==> src/rtl/alu_8bit_pkg.sv <==
// Shared definitions for the 8-bit ALU: the operand width and the 4-bit
// opcode enumeration (OP_ADD..OP_EQ). All 16 opcode values are defined.
package alu_8bit_pkg;

  localparam int WIDTH = 8;

  typedef enum logic [3:0] {
    OP_ADD  = 4'h0,
    OP_SUB  = 4'h1,
    OP_MUL  = 4'h2,
    OP_DIV  = 4'h3,
    OP_SHL  = 4'h4,
    OP_SHR  = 4'h5,
    OP_ROL  = 4'h6,
    OP_ROR  = 4'h7,
    OP_AND  = 4'h8,
    OP_OR   = 4'h9,
    OP_XOR  = 4'hA,
    OP_NOR  = 4'hB,
    OP_NAND = 4'hC,
    OP_XNOR = 4'hD,
    OP_GT   = 4'hE,
    OP_EQ   = 4'hF
  } op_e;

endpackage

==> src/rtl/alu_8bit_if.sv <==
// Operand/result bus of the 8-bit ALU.
//   operand_a, operand_b : unsigned operands (driven by master)
//   operation            : 4-bit opcode (driven by master)
//   result, carry_out    : registered outputs (driven by slave)
//   zero_flag, overflow_flag : registered status, present only when the
//                          ALU_FLAGS_EN macro is defined
interface alu_8bit_if;
  import alu_8bit_pkg::*;

  logic [WIDTH-1:0] operand_a;
  logic [WIDTH-1:0] operand_b;
  logic [3:0]       operation;
  logic [WIDTH-1:0] result;
  logic             carry_out;
`ifdef ALU_FLAGS_EN
  logic             zero_flag;
  logic             overflow_flag;
`endif

  modport master (
    output operand_a, operand_b, operation,
`ifdef ALU_FLAGS_EN
    input  zero_flag, overflow_flag,
`endif
    input  result, carry_out
  );

  modport slave (
    input  operand_a, operand_b, operation,
`ifdef ALU_FLAGS_EN
    output zero_flag, overflow_flag,
`endif
    output result, carry_out
  );

endinterface

==> src/rtl/alu_8bit_core.sv <==
// Combinational datapath of the 8-bit ALU: computes the next result,
// carry/borrow/status bit and (with ALU_FLAGS_EN) the zero and
// two's-complement overflow flags from the current operands and opcode.
//   a, b          : operands
//   op            : opcode
//   result_next   : next result value
//   carry_next    : next carry_out value
//   zero_next, overflow_next : next flag values (ALU_FLAGS_EN only)
module alu_8bit_core
  import alu_8bit_pkg::*;
(
  input  logic [WIDTH-1:0] a,
  input  logic [WIDTH-1:0] b,
  input  op_e              op,
`ifdef ALU_FLAGS_EN
  output logic             zero_next,
  output logic             overflow_next,
`endif
  output logic [WIDTH-1:0] result_next,
  output logic             carry_next
);

  logic [WIDTH:0]     sum;
  logic [WIDTH:0]     diff;
  logic [2*WIDTH-1:0] prod;

  always_comb begin
    sum         = {1'b0, a} + {1'b0, b};
    // The 9th bit of the widened difference is the borrow (set when a < b).
    diff        = {1'b0, a} - {1'b0, b};
    prod        = {{WIDTH{1'b0}}, a} * {{WIDTH{1'b0}}, b};
    result_next = '0;
    carry_next  = 1'b0;
    case (op)
      OP_ADD:  {carry_next, result_next} = sum;
      OP_SUB:  {carry_next, result_next} = diff;
      OP_MUL: begin
        result_next = prod[WIDTH-1:0];
        carry_next  = |prod[2*WIDTH-1:WIDTH];
      end
      OP_DIV: begin
        if (b == '0) begin
          result_next = '1;
          carry_next  = 1'b1;
        end else begin
          result_next = a / b;
        end
      end
      OP_SHL: begin
        result_next = {a[WIDTH-2:0], 1'b0};
        carry_next  = a[WIDTH-1];
      end
      OP_SHR: begin
        result_next = {1'b0, a[WIDTH-1:1]};
        carry_next  = a[0];
      end
      OP_ROL: begin
        result_next = {a[WIDTH-2:0], a[WIDTH-1]};
        carry_next  = a[WIDTH-1];
      end
      OP_ROR: begin
        result_next = {a[0], a[WIDTH-1:1]};
        carry_next  = a[0];
      end
      OP_AND:  result_next = a & b;
      OP_OR:   result_next = a | b;
      OP_XOR:  result_next = a ^ b;
      OP_NOR:  result_next = ~(a | b);
      OP_NAND: result_next = ~(a & b);
      OP_XNOR: result_next = ~(a ^ b);
      OP_GT:   result_next = {{(WIDTH-1){1'b0}}, (a > b)};
      OP_EQ:   result_next = {{(WIDTH-1){1'b0}}, (a == b)};
      default: result_next = '0;
    endcase
  end

`ifdef ALU_FLAGS_EN
  // Signed overflow: ADD overflows when like-signed operands give a result of
  // the other sign; SUB when unlike-signed operands give a result whose sign
  // differs from a.
  always_comb begin
    zero_next     = (result_next == '0);
    overflow_next = 1'b0;
    if (op == OP_ADD)
      overflow_next = (a[WIDTH-1] == b[WIDTH-1]) && (sum[WIDTH-1] != a[WIDTH-1]);
    else if (op == OP_SUB)
      overflow_next = (a[WIDTH-1] != b[WIDTH-1]) && (diff[WIDTH-1] != a[WIDTH-1]);
  end
`endif

endmodule

==> src/rtl/alu_8bit.sv <==
// 8-bit registered ALU. Operands and opcode are sampled every rising edge;
// outputs present the result one cycle later (throughput 1 per cycle).
// Optional feature macro: ALU_FLAGS_EN adds registered zero_flag and
// overflow_flag outputs on the bus.
//   clk : clock
//   rst : synchronous active-high reset; clears all outputs, wins over
//         any operation sampled on the same edge
//   bus : operand/opcode inputs and registered outputs (slave side)
module alu_8bit
  import alu_8bit_pkg::*;
(
  input  logic       clk,
  input  logic       rst,
  alu_8bit_if.slave  bus
);

  logic [WIDTH-1:0] result_next;
  logic             carry_next;
`ifdef ALU_FLAGS_EN
  logic             zero_next;
  logic             overflow_next;
`endif

  alu_8bit_core u_core (
    .a             (bus.operand_a),
    .b             (bus.operand_b),
    .op            (op_e'(bus.operation)),
`ifdef ALU_FLAGS_EN
    .zero_next     (zero_next),
    .overflow_next (overflow_next),
`endif
    .result_next   (result_next),
    .carry_next    (carry_next)
  );

  always_ff @(posedge clk) begin
    if (rst) begin
      bus.result    <= '0;
      bus.carry_out <= 1'b0;
`ifdef ALU_FLAGS_EN
      bus.zero_flag     <= 1'b0;
      bus.overflow_flag <= 1'b0;
`endif
    end else begin
      bus.result    <= result_next;
      bus.carry_out <= carry_next;
`ifdef ALU_FLAGS_EN
      bus.zero_flag     <= zero_next;
      bus.overflow_flag <= overflow_next;
`endif
    end
  end

endmodule

==> src/flat_wrapper.sv <==
// flat-port wrapper written by rule: the top's interface ports become plain ports
module alu_8bit_flat import alu_8bit_pkg::*;
  (clk, rst, bus_operand_a, bus_operand_b, bus_operation, bus_result, bus_carry_out);
  alu_8bit_if bus_i ();
  input  logic clk;
  input  logic rst;
  input wire logic [$bits(bus_i.operand_a)-1:0] bus_operand_a;
  input wire logic [$bits(bus_i.operand_b)-1:0] bus_operand_b;
  input wire logic [$bits(bus_i.operation)-1:0] bus_operation;
  output wire logic [$bits(bus_i.result)-1:0] bus_result;
  output wire logic [$bits(bus_i.carry_out)-1:0] bus_carry_out;
  assign bus_i.operand_a = bus_operand_a;
  assign bus_i.operand_b = bus_operand_b;
  assign bus_i.operation = bus_operation;
  assign bus_result = bus_i.result;
  assign bus_carry_out = bus_i.carry_out;
  alu_8bit u_core (.clk(clk), .rst(rst), .bus(bus_i));
endmodule
==> config.mk <==
export PLATFORM = sky130hd
export DESIGN_NAME = alu_8bit_flat
export DESIGN_NICKNAME = d
export VERILOG_FILES = /design/src/rtl/alu_8bit_pkg.sv /design/src/rtl/alu_8bit_if.sv /design/src/rtl/alu_8bit_core.sv /design/src/rtl/alu_8bit.sv /design/src/flat_wrapper.sv
export SDC_FILE = /design/constraint.sdc
export NUM_CORES = 1
export LEC_CHECK = 0
export CELL_PAD_IN_SITES_DETAIL_PLACEMENT = 1
export CELL_PAD_IN_SITES_GLOBAL_PLACEMENT = 2
export CORE_MARGIN = 3
export CORE_UTILIZATION = 25
export DETAILED_ROUTE_END_ITERATION = 16
export GPL_TIMING_DRIVEN = 0
export PLACE_DENSITY = 0.74
export SLEW_MARGIN = 25
export SYNTH_ARGS = -nofsm -noshare
export SYNTH_HDL_FRONTEND = slang
export SYNTH_HIERARCHICAL = 1
export SYNTH_SLANG_ARGS = --single-unit
==> constraint.sdc <==
create_clock -name clk -period 11.7 [get_ports clk]
set_input_delay 1.17 -clock clk [delete_from_list [all_inputs] [get_ports clk]]
set_output_delay 1.17 -clock clk [all_outputs]
set_load 0.005 [all_outputs]
=== Word-level counts from Yosys, hierarchy flattened ===
Cells that the tools add are included.

* Flip-flop bits (word level): 9
* Bits of input ports: 22
* Output and inout bits: 9
* Word-level logic and storage cells: 38

* Add/sub/neg operators: 2
* $mul: 1
* Divide/modulo/power cells: 1
* $lt $le $gt $ge: 1
* Eq/ne operators: 16
* Mux-type cells: 4
* Bitwise operators: 6
* Reduce and logical (&&, ||, !) cells: 5

{| class="wikitable"
|+ Operator list
! kind !! number
|-
| $pmux W8 S16 || 1
|-
| $eq A4 B4 Y1 const B || 8
|-
| $not A8 Y8 || 3
|-
| $eq A4 B3 Y1 const B || 4
|-
| $mul A8 B8 Y16 || 1
|-
| $add A8 B8 Y9 || 1
|-
| $sub A8 B8 Y9 || 1
|-
| $and A8 B8 Y8 || 1
|-
| $div A8 B8 Y8 || 1
|-
| $eq A4 B2 Y1 const B || 2
|-
| $eq A8 B8 Y1 || 1
|-
| $gt A8 B8 Y1 || 1
|-
| $logic_not A8 Y1 || 1
|-
| $mux W8 || 1
|-
| $or A8 B8 Y8 || 1
|-
| $reduce_or A8 Y1 || 1
|-
| $xor A8 B8 Y8 || 1
|-
| $pmux W1 S6 || 1
|-
| $eq A4 B1 Y1 const B || 1
|-
| $logic_not A4 Y1 || 1
|-
| $reduce_or A2 Y1 || 2
|-
| $mux W1 || 1
|}

=== Longest topological paths before layout ===
* Depth after elaboration: 3
* Mapped depth: 55
* Depth with buffers taken out: 52

=== Modules after synthesis ===
Netlist, hierarchy kept.

{| class="wikitable"
|+ Modules (own cells, without submodules)
! module !! times used !! cells each !! area an instance (sq um) !! sequential area each (sq um)
|-
| alu_8bit_core || 1 || 726 || 5,290.1 || 0.0
|-
| alu_8bit || 1 || 18 || 236.5 || 180.2
|}

=== Worst setup path after synthesis ===
OpenSTA, ideal clock, no wires.

* Kind: input-to-reg
* Start: input bus_operand_b[6]
* End: register u_core.bus.result[0]
* Setup time: 0.114 ns
* Arrival time: 11.141 ns
* Data required time: 11.586 ns
* Path slack: 0.445 ns
* Cell stages on the path: 50
* Path buffers: 3
* Path through: nor4_1 -> nand2_1 -> nor3_1 -> a21oi_1 -> a21oi_1 -> ha_1 -> o21a_1 -> nor4b_1 -> a211oi_1 -> a211oi_1 -> ha_1 -> a21oi_1 -> a2bb2oi_1 -> a41o_1 -> a22oi_1 -> ha_1 -> o21a_1 -> nor4b_1 -> [... 14 more ...] -> mux2_2 -> ha_1 -> a21o_1 -> o21ai_0 -> a21oi_1 -> o21ai_0 -> a21o_1 -> clkbuf_1 -> mux2_2 -> o31ai_1 -> ha_1 -> o21a_1 -> o21ai_0 -> a21oi_1 -> o21a_1 -> o31ai_1 -> nand3_1 -> nor2b_1

* Cells in the longest elaborated chain, start to end: 3
* Elaborated cells between the ends (all ways): 6
* Those cells by class: div (1); order compare (1); eq/ne (1); mux (2); reduce/logical (1)

{| class="wikitable"
|+ Ends and longest elaborated chain
! element !! RTL line !! RTL
|-
| from (decl) || flat_wrapper.sv:8 || <nowiki>input wire logic [$bits(bus_i.operand_b)-1:0] bus_operand_b;</nowiki>
|-
| $div A8 B8 Y8 / $logic_not A8 Y1 (equally long branches) || alu_8bit_core.sv:46, alu_8bit_core.sv:42 ||
|-
| $mux W8 || alu_8bit_core.sv:42 || <nowiki>if (b == '0) begin</nowiki>
|-
| $pmux W8 S16 * || alu_8bit_core.sv:34 || <nowiki>case (op)</nowiki>
|-
| named net u_core.result_next[0] || alu_8bit.sv:17 || <nowiki>logic [WIDTH-1:0] result_next;</nowiki>
|-
| to (signal assigned) || alu_8bit.sv:45 || <nowiki>bus.result <= result_next;</nowiki>
|-
| to (decl) || alu_8bit_if.sv:33 || <nowiki>output result, carry_out</nowiki>
|}

Mark *: on every way through the listed nets, which the timed path passes. The rest lies on a longest branch.
A chain may end at the register's enable or synchronous reset.

=== Final worst setup path ===
Same ends and word-level chain as after synthesis.

==> Implementation_results.wiki <==
{| class="wikitable"
! Metric !! Value
|-
| Count of final max-slew check failures || 0
|-
| Placed Instances || 1048
|-
| CP max stage cell || sky130_fd_sc_hd__or4b_4
|-
| Dominant register cell in the synthesized netlist || sky130_fd_sc_hd__dfxtp_1
|-
| Hold violation count in the final report || 0
|-
| Via count of the first global-routing pass || 5901
|-
| Largest delay share family, worst path || compound AO/OA/AOI/OAI gates
|-
| Gate count after technology mapping || 744
|-
| Max-cap violations || 0
|-
| Max FO, Critical Path || 8
|-
| Standard cell core area || 0.0214 mm^2
|-
| Total overflow reported by the global router || 0
|-
| Pre-antenna DRT Iters || 4
|-
| Final core utilization || 0.316
|-
| Wire length of the first global-routing pass || 33500 um
|-
| Type of destination of the critical path || register
|-
| Time the worst path needs with I/O delays and setup || 11280 ps
|-
| Floorplan die area || 0.0239 mm^2
|-
| Worst vdd ir || 48.8 uV
|-
| Synthesis-to-finish area growth || 22.3%
|-
| Arrival time at the worst endpoint || 11390 ps
|-
| CTS Buf Count || 3
|-
| Die outline height || 155 um
|-
| Total number of nets in the final design || 968
|-
| Post-layout instance count excluding filler cells || 1083
|-
| Clock root buffer || sky130_fd_sc_hd__clkbuf_16
|-
| Horizontal die dimension || 155 um
|-
| Least-Margin Pin Slew || 1090 ps
|-
| Max Buffers Root-to-Sink || 2
|-
| Mapped Area || 0.00553 mm^2
|-
| Fmax || 88.6 MHz
|-
| # setup viols final || 0
|-
| Hold buffers post-CTS || 0
|-
| Kind of critical path || in2reg
|-
| Top cells by area, synth || sky130_fd_sc_hd__ha_1, sky130_fd_sc_hd__fa_1, sky130_fd_sc_hd__nor2_1
|-
| Clk sink count || 9
|-
| Antenna Violating Nets Remaining || 0
|-
| Stage delay of the slowest cell on the critical path || 470 ps
|-
| Starting density of the core || 0.259
|-
| Run status || completed
|-
| I/O Buffers || 29
|-
| Number of remaining DRC errors || 0
|-
| Maximum number of pins on one net before global-route repair || 17
|-
| I/O pins || 31
|-
| Worst-case headroom to the max-slew limit || 0.267
|-
| RSZ-0062 raised after global routing || true
|-
| CP Buf/Inv Count || 4
|-
| Post-route clock period utilization || 0.964
|-
| Standard-cell row count || 53
|-
| Number of different library cells in the post-synthesis netlist || 66
|-
| #FFs+latches synth || 9
|-
| Number of antenna violations at the first check in global routing || 0
|-
| Biggest area consumer among synthesized cells || sky130_fd_sc_hd__ha_1
|-
| Most common cell on crit path || sky130_fd_sc_hd__o21a_1
|-
| Total Routing Usage GR || 0.174
|-
| Clock transition time at the flip-flop clock pins of the worst setup and hold paths || 40 ps
|-
| Async S/R FF share, synth || 0
|-
| Mean number of vias per cell || 5.30
|-
| Static Leakage || 3.05 nW
|-
| # H-tree levels || 1
|-
| Routed length per instance || 19.8 um
|-
| Top post-synthesis cells by count || sky130_fd_sc_hd__ha_1, sky130_fd_sc_hd__nor2_1, sky130_fd_sc_hd__inv_1, sky130_fd_sc_hd__nand2_1, sky130_fd_sc_hd__o21ai_0
|-
| Power density over cell area || 89.6 mW/mm^2
|-
| Avg Inst Size Synth || 7.43 um^2
|-
| Share of post-route cells with drive strength above 1 || 0.118
|-
| Worst endpoint required time || 11810 ps
|-
| Share of synthesized area occupied by flip-flops and latches || 0.0326
|-
| Starting DRT DRC Count || 310
|-
| Number of flops mapped to enable cells by yosys || 0
|-
| Share of Yosys cell area claimed by the top area cell type || 0.224
|-
| Number of vias after detailed routing || 5740
|-
| Diode count || 0
|-
| CP startpoint kind || primary input
|-
| Count of warnings emitted by yosys || 6
|-
| Number of nets in the synthesized netlist || 903
|-
| Final GP Congestion || 0.915
|-
| Total Wirelength || 21500 um
|-
| Detailed placement HPWL || 16400 um
|-
| Clock tree from TritonCTS || built
|-
| Most used standard cell by instance count after synthesis || sky130_fd_sc_hd__ha_1
|-
| Type of the most critical hold path || in2reg
|}
-- worst paths after layout --
kind	start	end	slack, ps	cells after the start
worst min-delay path	rst	u_core/bus.result[3]	1700	2
worst max-delay path	bus_operand_b[6]	u_core/bus.result[0]	420	51
-- what timing repair did --
item | in CTS | in global routing
endpoints found under the setup margin | 2 | 1
pin swaps | 12 | 30
gates resized for setup | 56 | 46
cloned | 0 | 1
buffers inserted | 16 | 14
-- routing by layer --
layer  global-route usage  wire (um)  vias to the layer above
met4               0.0181        184                        0
met5                    0          0                        -
met3              0.00839        775                       14
li1                     -          -                     2751
met1                0.256      10600                     2857
met2                0.292       9950                      118
-- metrics by stage --
step	setup WS (ps)	power, mW	hold WS (ps)	setup TNS [ps]	area [um^2]
6_report	420	0.605	1700	0	6760
5_1_grt	-102	0.682	1750	-102	6760
4_1_cts	11.3	0.593	1710	0	6510
3_5_place_dp	-2620	0.516	1880	-3840	6160
3_3_place_gp	-2580	0.513	1880	-3780	6160
2_1_floorplan	445	0.385	1240	0	5530
-- layout make-up --
class | count | area (um^2)
Fill cell | 2617 | 14600
Multi-Input combinational cell | 623 | 5170
Timing Repair Buffer | 60 | 524
Tap cell | 275 | 344
Inverter | 82 | 320
Sequential cell | 9 | 180
Buffer | 30 | 140
Clock buffer | 4 | 78.8
-- state kept, by name, indices dropped and copies added, names as in the netlist --
name                  cells
u_core/bus.carry_out      1
u_core/bus.result         8
-- cell usage in the layout (no fill, tap or decap), drive strengths merged, types with 19 or more instances in the layout --
master         instances
xnor2                 19
clkdlybuf4s50         19
nand2                 60
ha                    99
clkbuf                31
fa                    38
o21ai                 48
nor2                  90
buf                   41
nor3                  24
a21oi                 34
inv                   75
-- power breakdown --
part	leakage, nW	internal (mW)	switching (mW)
logic	2.94	0.218	0.293
clock network	0.0382	0.0454	0.0137
registers	0.0743	0.0340	0.000885
-- cell families after synthesis --
kind of cell / share of synthesized area
AO/OA/AOI/OAI: 0.242
XOR/XNOR: 0.0412
adder cells (fa/ha/maj): 0.362
buffers and inverters: 0.0767
flip-flops: 0.0326
multiplexers: 0.0360
AND/OR/NAND/NOR: 0.210
(Power assumes the default switching activity.)
